===== src/rtl/pipe_hazard_ctrl_pkg.sv =====
// Shared types and constants for the pipeline hazard controller.
package pipe_hazard_ctrl_pkg;

    typedef enum logic [1:0] {
        ST_RUN    = 2'd0,
        ST_LSTALL = 2'd1,
        ST_FLUSH  = 2'd2,
        ST_MWAIT  = 2'd3
    } hz_state_t;

    localparam logic [1:0] FWD_REG = 2'b00;
    localparam logic [1:0] FWD_MEM = 2'b01;
    localparam logic [1:0] FWD_WB  = 2'b10;

    localparam int unsigned CNT_WIDTH_DEF = 32;

endpackage


===== src/rtl/pipe_hazard_ctrl_fwd.sv =====
// Combinational operand-forwarding select for one EX source register.
module hz_fwd_unit
    import pipe_hazard_ctrl_pkg::*;
#(
    parameter int unsigned AWIDTH = 5
) (
    input  logic [AWIDTH-1:0] src,
    input  logic [AWIDTH-1:0] mem_rd,
    input  logic              mem_regwr,
    input  logic              mem_memtoreg,
    input  logic [AWIDTH-1:0] wb_rd,
    input  logic              wb_regwr,
    output logic [1:0]        sel
);

    // A load in EX/MEM has no ALU result to forward; its data arrives via WB.
    always_comb begin
        sel = FWD_REG;
        if (src != '0) begin
            if (mem_regwr && !mem_memtoreg && (mem_rd == src)) begin
                sel = FWD_MEM;
            end else if (wb_regwr && (wb_rd == src)) begin
                sel = FWD_WB;
            end
        end
    end

endmodule


===== src/rtl/pipe_hazard_ctrl.sv =====
// Pipeline control: forwarding, load-use stalls, redirect flushes, memory-wait freeze, perf counters.
module pipe_hazard_ctrl
    import pipe_hazard_ctrl_pkg::*;
#(
    parameter int unsigned AWIDTH      = 5,
    parameter int unsigned LOAD_LAT    = 1,
    parameter int unsigned FLUSH_DEPTH = 2,
    parameter int unsigned CNT_WIDTH   = CNT_WIDTH_DEF
) (
    input  logic                 hz_clk,
    input  logic                 hz_rst,
    input  logic                 hz_i_ce,
    input  logic [AWIDTH-1:0]    hz_i_id_rs,
    input  logic [AWIDTH-1:0]    hz_i_id_rt,
    input  logic                 hz_i_id_use_rt,
    input  logic [AWIDTH-1:0]    hz_i_ex_rs,
    input  logic [AWIDTH-1:0]    hz_i_ex_rt,
    input  logic [AWIDTH-1:0]    hz_i_ex_rd,
    input  logic                 hz_i_ex_regwr,
    input  logic                 hz_i_ex_memtoreg,
    input  logic [AWIDTH-1:0]    hz_i_mem_rd,
    input  logic                 hz_i_mem_regwr,
    input  logic                 hz_i_mem_memtoreg,
    input  logic [AWIDTH-1:0]    hz_i_wb_rd,
    input  logic                 hz_i_wb_regwr,
    input  logic                 hz_i_redirect,
    input  logic                 hz_i_mem_busy,
    output logic [1:0]           hz_o_fwd_rs,
    output logic [1:0]           hz_o_fwd_rt,
    output logic                 hz_o_pc_en,
    output logic                 hz_o_ifid_en,
    output logic                 hz_o_exmem_en,
    output logic                 hz_o_memwb_en,
    output logic                 hz_o_ifid_flush,
    output logic                 hz_o_idex_flush,
    output logic                 hz_o_exmem_flush,
    output logic [CNT_WIDTH-1:0] hz_o_stall_cnt,
    output logic [CNT_WIDTH-1:0] hz_o_flush_cnt
);

    hz_state_t  state, next_state, saved, next_saved, cur;
    logic [2:0] cnt, next_cnt;
    logic       load_use, stall_inc, flush_inc;
    logic [1:0] fwd_rs, fwd_rt;

    hz_fwd_unit #(.AWIDTH(AWIDTH)) u_fwd_rs (
        .src(hz_i_ex_rs), .mem_rd(hz_i_mem_rd), .mem_regwr(hz_i_mem_regwr),
        .mem_memtoreg(hz_i_mem_memtoreg), .wb_rd(hz_i_wb_rd), .wb_regwr(hz_i_wb_regwr),
        .sel(fwd_rs)
    );

    hz_fwd_unit #(.AWIDTH(AWIDTH)) u_fwd_rt (
        .src(hz_i_ex_rt), .mem_rd(hz_i_mem_rd), .mem_regwr(hz_i_mem_regwr),
        .mem_memtoreg(hz_i_mem_memtoreg), .wb_rd(hz_i_wb_rd), .wb_regwr(hz_i_wb_regwr),
        .sel(fwd_rt)
    );

    assign hz_o_fwd_rs = hz_rst ? fwd_rs : FWD_REG;
    assign hz_o_fwd_rt = hz_rst ? fwd_rt : FWD_REG;

    assign load_use = hz_i_ex_regwr && hz_i_ex_memtoreg && (hz_i_ex_rd != '0) &&
                      ((hz_i_ex_rd == hz_i_id_rs) || (hz_i_id_use_rt && (hz_i_ex_rd == hz_i_id_rt)));

    // MWAIT only freezes; the interrupted state is evaluated as if never left.
    assign cur = (state == ST_MWAIT) ? saved : state;

    always_comb begin
        next_state       = state;
        next_saved       = saved;
        next_cnt         = cnt;
        stall_inc        = 1'b0;
        flush_inc        = 1'b0;
        hz_o_pc_en       = 1'b0;
        hz_o_ifid_en     = 1'b0;
        hz_o_exmem_en    = 1'b0;
        hz_o_memwb_en    = 1'b0;
        hz_o_ifid_flush  = 1'b0;
        hz_o_idex_flush  = 1'b0;
        hz_o_exmem_flush = 1'b0;
        if (hz_rst && hz_i_ce) begin
            if (hz_i_mem_busy) begin
                next_state = ST_MWAIT;
                next_saved = cur;
                stall_inc  = 1'b1;
            end else begin
                hz_o_pc_en    = 1'b1;
                hz_o_ifid_en  = 1'b1;
                hz_o_exmem_en = 1'b1;
                hz_o_memwb_en = 1'b1;
                next_state    = cur;
                if (hz_i_redirect) begin
                    hz_o_ifid_flush  = 1'b1;
                    hz_o_idex_flush  = (FLUSH_DEPTH >= 2);
                    hz_o_exmem_flush = (FLUSH_DEPTH >= 3);
                    flush_inc        = 1'b1;
                    if (FLUSH_DEPTH > 1) begin
                        next_state = ST_FLUSH;
                        next_cnt   = 3'(FLUSH_DEPTH - 1);
                    end else begin
                        next_state = ST_RUN;
                    end
                end else begin
                    case (cur)
                        ST_LSTALL: begin
                            hz_o_pc_en      = 1'b0;
                            hz_o_ifid_en    = 1'b0;
                            hz_o_idex_flush = 1'b1;
                            stall_inc       = 1'b1;
                            next_cnt        = cnt - 3'd1;
                            if (cnt == 3'd1) next_state = ST_RUN;
                        end
                        ST_FLUSH: begin
                            hz_o_ifid_flush = 1'b1;
                            next_cnt        = cnt - 3'd1;
                            if (cnt == 3'd1) next_state = ST_RUN;
                        end
                        default: begin
                            next_state = ST_RUN;
                            if (load_use) begin
                                hz_o_pc_en      = 1'b0;
                                hz_o_ifid_en    = 1'b0;
                                hz_o_idex_flush = 1'b1;
                                stall_inc       = 1'b1;
                                if (LOAD_LAT > 0) begin
                                    next_state = ST_LSTALL;
                                    next_cnt   = 3'(LOAD_LAT);
                                end
                            end
                        end
                    endcase
                end
            end
        end
    end

    always_ff @(posedge hz_clk or negedge hz_rst) begin
        if (!hz_rst) begin
            state          <= ST_RUN;
            saved          <= ST_RUN;
            cnt            <= '0;
            hz_o_stall_cnt <= '0;
            hz_o_flush_cnt <= '0;
        end else begin
            state <= next_state;
            saved <= next_saved;
            cnt   <= next_cnt;
            if (stall_inc && (hz_o_stall_cnt != '1)) hz_o_stall_cnt <= hz_o_stall_cnt + CNT_WIDTH'(1);
            if (flush_inc && (hz_o_flush_cnt != '1)) hz_o_flush_cnt <= hz_o_flush_cnt + CNT_WIDTH'(1);
        end
    end

endmodule


===== config.mk =====
export PLATFORM = sky130hd
export DESIGN_NAME = pipe_hazard_ctrl
export DESIGN_NICKNAME = d
export VERILOG_FILES = /design/src/rtl/pipe_hazard_ctrl_pkg.sv /design/src/rtl/pipe_hazard_ctrl_fwd.sv /design/src/rtl/pipe_hazard_ctrl.sv
export SDC_FILE = /design/constraint.sdc
export NUM_CORES = 1
export LEC_CHECK = 0
export ABC_AREA = 1
export CORE_ASPECT_RATIO = 1.2
export CORE_MARGIN = 2
export CORE_UTILIZATION = 51
export CTS_BUF_LIST = sky130_fd_sc_hd__clkbuf_8
export DETAILED_ROUTE_END_ITERATION = 6
export PLACE_DENSITY = 0.93
export SLEW_MARGIN = 5
export SYNTH_ARGS = -nofsm -noshare
export SYNTH_HDL_FRONTEND = slang
export SYNTH_SLANG_ARGS = --single-unit

===== constraint.sdc =====
create_clock -name hz_clk -period 2.48 [get_ports hz_clk]
set_input_delay 0.496 -clock hz_clk [delete_from_list [all_inputs] [get_ports hz_clk]]
set_output_delay 0.496 -clock hz_clk [all_outputs]
set_load 0.005 [all_outputs]

==> run metrics, run 1 <==
crit path time final 2.415 ns; portion of total power attributed to sequential cells 41.5%; via count of the first global-routing pass 4,960; number of synthesized register bits 71; Seq/Total Area, Yosys 36.89%; clock insertion delay at the later pin of the skew report 0.34 ns; Post-Syn Nets 756; number of H-tree levels 3; TritonCTS buffer count 9; delay-heaviest family, CP buffers and inverters; Synth warnings 0; Final Util 71.63%; post-synthesis cell type with the largest combined area sky130_fd_sc_hd__dfrtp_1; Clock Pin Slew Worst Setup and Hold Paths 0.07 ns; cell occurring most often along the worst timing path sky130_fd_sc_hd__nand2_1; clock tree buffer depth 2; proportion of layout cells with a drive suffix above 1 10.81%; achievable frequency 414.1 MHz; largest net degree at the start of global routing 72; run status finished, final reports clean; filler cell count 722; number of routed nets with antenna violations 0; CP arrival 1.92 ns; GRT overflow 0; horizontal extent of the die 92.71 um; pin slew with the least headroom to its limit 0.8879 ns; Cell Int Power 0.002302 W; part of the power in the clock network 28.8%; mean cell area of the mapped netlist 6.841 um2; kind of end point of the critical path output pin; final routed wire length divided by cell count 13.27 um; First-pass DRT Iterations 7; number of hold buffers added after cts 0; fin. max-slew vios 0; share of the synthesized area in the top cell type 36.89%; Site Rows 38; Crit-path slowest cell sky130_fd_sc_hd__clkdlybuf4s50_1; post-detail-place hpwl 9.402 mm; total detailed-routing wirelength 12.89 mm; worst reg2reg path startpoint hz_o_stall_cnt[0]$_DFFE_PN0P_; sequence of cells on the critical path clkdlybuf4s50_1 > inv_1 > nand2_1 > nand2_1 > nor2_1 > nand3_1 > nand2_1 > nand2_2 > nand2_4 > a21oi_2 > dlygate4sd2_1; Setup Viol. Count Final 0; Sink Count 71; portion of total power attributed to combinational logic 29.7%; synth top area cells sky130_fd_sc_hd__dfrtp_1 37%, sky130_fd_sc_hd__nand2_1 18%, sky130_fd_sc_hd__inv_1 7.7%, sky130_fd_sc_hd__nand3_1 6.2%, sky130_fd_sc_hd__xor2_1 5.8%; number of antenna violations at the first check in global routing 0; switch share 31.66%; most frequent cell after synthesis sky130_fd_sc_hd__nand2_1; number of unique standard cell types used by synthesis 36; critical path launch point type input port; post-route total power 0.003368 W; net count reported at finish 898; minimum hold slack 0.4148 ns; required time of the worst setup path 1.98 ns; die height 110.5 um; detail-routed via count per cell 5.267; peak supply drop 0.0004209 V; first-iteration detailed-routing DRC count 285; pwr/cell area 515.1 mW/mm2; Critical Setup Path Class input port to output pin; P_sw 0.001066 W; min-delay worst type input port to async pin; number of synthesized flops with an enable pin 0; largest fanout of any net on the critical path 3; area enclosed by the die boundary 0.01024 mm2; Worst Clk Skew 0.007777 ns; initial core utilization 52.75%; Vias 5,114; number of port buffers 119; Total Routing Usage GR 24.86%; share of synthesized registers carrying an async set or reset 100.0%; most frequently used flop master after synthesis sky130_fd_sc_hd__dfrtp_1; CP peak stage delay 0.48 ns; area of the mapped netlist 0.004816 mm2; core area 0.009129 mm2; cell area after placement 0.006264 mm2; number of hold-slack violations in the final timing report 0; clock root buffer master sky130_fd_sc_hd__clkbuf_8; worst slew slack as a fraction of its limit 40.80%; area added between synthesis and finish 35.78%; last weighted congestion value of the routability-driven placer 0.9022; final-layout setup total negative slack 0 ns; leading cell types by count after synthesis 228 x sky130_fd_sc_hd__nand2_1, 99 x sky130_fd_sc_hd__inv_1, 74 x sky130_fd_sc_hd__nor2_1; Non-Filler Cell Area, Final 0.006539 mm2; global-route wire length before repair 21.27 mm; Ant. Diodes 0; source of the critical timing path hz_i_id_rs[3]; CTS tree done; Maximum Capacitance Violations 0; number of primary I/O pins 121; leakage power of the design 3.168 nW; critical path buffer and inverter count 3; post-route clock period utilization 97.37%; instance count of the mapped netlist 704; Post-route DRC 0
==> layout make-up <==
| class | count | area, um2 | share of cell area, % |
|---|---|---|---|
| Inverter | 102 | 382.9 | 5.855 |
| Tap cell | 120 | 150.1 | 2.296 |
| Timing Repair Buffer | 144 | 1401 | 21.43 |
| Sequential cell | 71 | 1777 | 27.17 |
| Clock buffer | 12 | 165.2 | 2.526 |
| Clock inverter | 4 | 43.79 | 0.6697 |
| Multi-Input combinational cell | 518 | 2619 | 40.05 |
==> placed cells by master, fill, tap and decap left out, types with 2 or more instances in the layout <==
master,instances
sky130_fd_sc_hd__nand2_2,5
sky130_fd_sc_hd__nor2_1,73
sky130_fd_sc_hd__nand2_1,225
sky130_fd_sc_hd__ha_1,5
sky130_fd_sc_hd__dlygate4sd2_1,6
sky130_fd_sc_hd__inv_1,95
sky130_fd_sc_hd__nor3_1,25
sky130_fd_sc_hd__nor2_4,2
sky130_fd_sc_hd__dlymetal6s2s_1,9
sky130_fd_sc_hd__o21ai_0,11
sky130_fd_sc_hd__clkbuf_8,12
sky130_fd_sc_hd__inv_2,8
sky130_fd_sc_hd__xor2_1,32
sky130_fd_sc_hd__nand3_2,2
sky130_fd_sc_hd__dfrtp_1,71
sky130_fd_sc_hd__o2111ai_1,2
sky130_fd_sc_hd__buf_12,2
sky130_fd_sc_hd__nand3_1,60
sky130_fd_sc_hd__a221oi_1,3
sky130_fd_sc_hd__clkinv_2,2
sky130_fd_sc_hd__nor4_1,2
sky130_fd_sc_hd__clkbuf_2,2
sky130_fd_sc_hd__xnor2_1,11
sky130_fd_sc_hd__a21oi_1,4
sky130_fd_sc_hd__o22ai_1,6
sky130_fd_sc_hd__nor2_2,19
sky130_fd_sc_hd__nand4_1,13
sky130_fd_sc_hd__buf_4,24
sky130_fd_sc_hd__a21oi_2,3
sky130_fd_sc_hd__clkdlybuf4s50_1,99
==> metrics by stage <==
stage | setup slack (ns) | std cells
finish | 0.06512 | 971
global route | -0.03108 | 971
CTS | -0.03425 | 969
detailed placement | -0.3413 | 953
global placement | -0.2528 | 953
floorplan | 0.4511 | 704
==> final timing paths <==
check,endpoint,slack [ns],cells past startpoint
max in group asynchronous,hz_o_flush_cnt[3]$_DFFE_PN0P_,1.49,2
min in group hz_clk,saved[1]$_DFFE_PN0P_,0.50,2
worst max-delay path,hz_o_ifid_en,0.07,11
worst min register to register,saved[1]$_DFFE_PN0P_,0.50,2
worst min-delay path,state[0]$_DFFE_PN0P_,0.41,2
worst max register to register,hz_o_stall_cnt[21]$_DFFE_PN0P_,0.28,11
==> sequential cells by signal, indices dropped and copies added (netlist names) <==
| name | cells |
|---|---|
| state | 2 |
| saved | 2 |
| hz_o_stall_cnt | 32 |
| hz_o_flush_cnt | 32 |
| cnt | 3 |
==> cell families after synthesis <==
group,Yosys count,synth area share (%)
simple gates,432,39.05
buf+inv,115,9.795
flops,71,36.89
xor+xnor,43,7.820
compound gates,36,4.807
fa+ha+maj,6,1.559
other cells,1,0.07787
==> power by group through the flow <==
stage | combinational, W | clock, W | sequential, W
after floorplan | 0.000484 | 0 | 0.00139
after global placement | 0.000899 | 0 | 0.00141
after detailed placement | 0.000927 | 0 | 0.00141
after CTS | 0.000948 | 0.000979 | 0.00139
after global routing | 0.00111 | 0.00104 | 0.00142
final | 0.000999 | 0.000971 | 0.00140
==> per-layer routing <==
layer / share of wire, % / GRT usage (%)
met3: 7.2 / 4.638
met5: 0 / 0
met4: 3.1 / 9.314
met2: 51 / 44.48
met1: 38 / 29.22
==> timing repair <==
action | 4_1_cts | 5_1_grt
resized for setup | 19 | 29
buffers inserted | 0 | 2
pin swaps | 5 | 9
setup endpoints to repair | 7 | 8
cloned | 0 | 0
(Power assumes the default switching activity.)
==> inputs of run 2 (changes only) <==
--- a/config.mk
+++ b/config.mk
@@ -8,11 +8,12 @@
 export ABC_AREA = 1
 export CORE_ASPECT_RATIO = 1.2
 export CORE_MARGIN = 2
-export CORE_UTILIZATION = 51
+export CORE_UTILIZATION = 53
 export CTS_BUF_LIST = sky130_fd_sc_hd__clkbuf_8
 export DETAILED_ROUTE_END_ITERATION = 6
-export PLACE_DENSITY = 0.93
-export SLEW_MARGIN = 5
+export PLACE_DENSITY = 0.94
+export SLEW_MARGIN = 0
 export SYNTH_ARGS = -nofsm -noshare
 export SYNTH_HDL_FRONTEND = slang
+export SYNTH_HIERARCHICAL = 1
 export SYNTH_SLANG_ARGS = --single-unit
==> run metrics, run 2 <==
filler cell count 840 (+16%); Post-Syn Nets 894 (+18%); clock insertion delay at the later pin of the skew report 0.34 ns (about the same); Total Routing Usage GR 27.74% (+2.9 points); area added between synthesis and finish 29.09%; share of the synthesized area in the top cell type 33.20% (-3.7 points); worst reg2reg path startpoint state[0]$_DFFE_PN0P_; Post-route DRC 0 (unchanged); leading cell types in the layout, fill and taps excluded 340 x sky130_fd_sc_hd__nand2_1, 93 x sky130_fd_sc_hd__nor2_1, 88 x sky130_fd_sc_hd__inv_1; pwr/cell area 475.0 mW/mm2 (-7.8%); worst r2r path cells 13 (+2); post-route clock period utilization 95.63% (-1.7 points); portion of total power attributed to sequential cells 42.4% (+0.9 points); number of synthesized register bits 71 (unchanged); synth top area cells sky130_fd_sc_hd__dfrtp_1 33%, sky130_fd_sc_hd__nand2_1 24%, sky130_fd_sc_hd__nor2_1 6.8%, sky130_fd_sc_hd__inv_1 6.2%, sky130_fd_sc_hd__xor2_1 5.7%; cell area after placement 0.006711 mm2 (+7.2%); most common library cell in the layout ignoring fill and taps sky130_fd_sc_hd__nand2_1; CP arrival 1.88 ns (-0.04 ns); leading cell types by count after synthesis 341 x sky130_fd_sc_hd__nand2_1, 97 x sky130_fd_sc_hd__nor2_1, 89 x sky130_fd_sc_hd__inv_1; post-synthesis cell type with the largest combined area sky130_fd_sc_hd__dfrtp_1; pin slew with the least headroom to its limit 0.6114 ns (-0.2766 ns); part of the power in the clock network 25.0% (-3.8 points); clock tree buffer depth 2 (unchanged); Synth warnings 6 (+6); clock root buffer master sky130_fd_sc_hd__clkbuf_8; TritonCTS buffer count 9 (unchanged); final-layout setup total negative slack 0 ns (unchanged); instance count of the mapped netlist 842 (+20%); achievable frequency 421.7 MHz (+1.8%); required time of the worst setup path 1.98 ns (about the same); Ant. Diodes 0 (unchanged); Site Rows 40 (+5.3%); largest fanout of any net on the critical path 3 (unchanged); crit path time final 2.372 ns (-0.04330 ns); number of routed nets with antenna violations 0 (unchanged); worst slew slack as a fraction of its limit 59.24% (+18 points); portion of total power attributed to combinational logic 32.7% (+3.0 points); min-delay worst type input port to async pin; fin. max-slew vios 0 (unchanged); largest registers hz_o_flush_cnt: 32 flops, hz_o_stall_cnt: 32 flops, cnt: 3 flops; P_sw 0.001124 W (+5.4%); Critical Setup Path Class input port to output pin; global-route wire length before repair 24.16 mm (+14%); via count of the first global-routing pass 5,405 (+9.0%); number of port buffers 119 (unchanged); largest net degree at the start of global routing 49 (-32%); Vias 5,788 (+13%); number of primary I/O pins 121 (unchanged); Setup Viol. Count Final 0 (unchanged); switch share 34.25% (+2.6 points); Non-Filler Cell Area, Final 0.006908 mm2 (+5.6%); area enclosed by the die boundary 0.01092 mm2 (+6.7%); total detailed-routing wirelength 14.80 mm (+15%); critical path launch point type input port; first-iteration detailed-routing DRC count 295 (+3.5%); Clock Pin Slew Worst Setup and Hold Paths 0.08 ns (about the same); GRT overflow 0 (unchanged); Cell Int Power 0.002157 W (-6.3%); post-detail-place hpwl 11.22 mm (+19%); number of antenna violations at the first check in global routing 0 (unchanged); number of hold-slack violations in the final timing report 0 (unchanged); most frequent cell after synthesis sky130_fd_sc_hd__nand2_1; RSZ-0062 raised after global routing yes; register-to-register path setup slack 0.33 ns (+0.05 ns); source of the critical timing path hz_i_id_rt[3]; detail-routed via count per cell 5.233 (-0.64%); leakage power of the design 3.514 nW (+11%); mean cell area of the mapped netlist 6.356 um2 (-7.1%); number of synthesized flops with an enable pin 0 (unchanged); peak supply drop 0.0005373 V (+28%); RR Endpoint hz_o_stall_cnt[6]$_DFFE_PN0P_; area of the mapped netlist 0.005351 mm2 (+11%); number of unique standard cell types used by synthesis 30 (-17%); horizontal extent of the die 95.73 um (+3.3%); Seq/Total Area, Yosys 33.20% (-3.7 points); Worst Clk Skew 0.01034 ns (+0.002566 ns); proportion of layout cells with a drive suffix above 1 8.878% (-1.9 points); CTS tree done; kind of end point of the critical path output pin; final routed wire length divided by cell count 13.38 um (+0.82%); die height 114.1 um (+3.3%); Sink Count 71 (unchanged); initial core utilization 54.00% (+1.2 points); net count reported at finish 1,028 (+14%); most frequently used flop master after synthesis sky130_fd_sc_hd__dfrtp_1; run status finished, final reports clean; core area 0.009910 mm2 (+8.6%); last weighted congestion value of the routability-driven placer 1.014 (+12%); Maximum Capacitance Violations 0 (unchanged); number of H-tree levels 3 (unchanged); First-pass DRT Iterations 5 (-2); share of synthesized registers carrying an async set or reset 100.0% (unchanged)
==> run 2: cell count changes after synthesis, moves of 8 or more <==
| cell | previous run | this run |
|---|---|---|
| sky130_fd_sc_hd__nor2_1 | 74 | 97 |
| sky130_fd_sc_hd__inv_1 | 99 | 89 |
| sky130_fd_sc_hd__xnor2_1 | 11 | 19 |
| sky130_fd_sc_hd__nand2_1 | 228 | 341 |
| sky130_fd_sc_hd__nor2_2 | 18 | 6 |
| sky130_fd_sc_hd__inv_2 | 3 | 15 |
==> run 2: per-stage QoR <==
stage / cells / worst slack (ns) / power (W) / hold slack (ns) / utilization, %
CTS: 1103 / 0.002381 / 0.003237 / 0.1730 / 69.44
floorplan: 842 / 0.4034 / 0.001926 / 0.2004 / -
global placement: 1087 / -0.3016 / 0.002343 / 0.4696 / 67.73
finish: 1106 / 0.1084 / 0.003281 / 0.1792 / 69.71
detailed placement: 1087 / -0.3240 / 0.002377 / 0.4736 / 67.73
global route: 1106 / -0.01126 / 0.003494 / 0.1851 / 69.71
==> run 2: worst max-delay path, stage by stage <==
cell                              delay, ns
sky130_fd_sc_hd__clkdlybuf4s50_1       0.48
sky130_fd_sc_hd__inv_1                 0.05
sky130_fd_sc_hd__nand2_1               0.06
sky130_fd_sc_hd__nand2_1               0.05
sky130_fd_sc_hd__nor2_1                0.09
sky130_fd_sc_hd__nand3_1               0.08
sky130_fd_sc_hd__nand2_1               0.07
sky130_fd_sc_hd__nand2_1               0.07
sky130_fd_sc_hd__nand2_2               0.11
sky130_fd_sc_hd__nand2_1               0.07
sky130_fd_sc_hd__a21oi_1               0.12
sky130_fd_sc_hd__buf_2                 0.14
==> run 2: how the worst max path moves through the flow <==
stage	to	cells past startpoint
after floorplan	hz_o_stall_cnt[19]$_DFFE_PN0P_	10
after global placement	hz_o_pc_en	10
after detailed placement	hz_o_ifid_en	10
after CTS	hz_o_idex_flush	12
after global routing	hz_o_idex_flush	12
final	hz_o_idex_flush	12
==> run 2: what timing repair did <==
item	in CTS	in global routing
hold buffers	0	0
resized for setup	40	13
pin swaps	2	11
endpoints found under the setup margin	8	6
gates cloned	0	0
setup buffers	1	3
==> run 2: power by group through the flow <==
stage	sequential [W]	combinational [W]	clock (W)
2_1_floorplan	0.00138	0.000551	0
3_3_place_gp	0.00140	0.000943	0
3_5_place_dp	0.00140	0.000973	0
4_1_cts	0.00138	0.00102	0.000832
5_1_grt	0.00141	0.00120	0.000885
6_report	0.00139	0.00107	0.000819
==> run 2: metal layers <==
layer  part of all wire [%]  global-route usage [%]  wire (um)  up-vias
met5                      0                       0          0        -
met4                    4.8                   14.29        710        0
met3                    5.3                   4.345        791       64
met2                     50                   48.86       7466      231
met1                     39                   31.98       5834     2638
li1                       -                       -          -     2855
==> run 2: logic make-up after synthesis <==
kind of cell	after synthesis	share of synthesized area [%]
fa+ha+maj	6	1.403
flops	71	33.20
simple gates	563	44.05
compound gates	24	2.291
other cells	1	0.07008
xor+xnor	54	8.838
buf+inv	123	10.15
==> run 2: final cells by class <==
cell class              instances  area [um2]  share of cell area [%]
repair buffers                141        1334                   19.31
inverters                     105       396.6                   5.742
flip-flops and latches         71        1777                   25.72
clock inverters                 5       26.28                  0.3804
clock buffers                  10       137.6                   1.992
well taps                     126       157.7                   2.282
multi-input cells             648        3079                   44.58
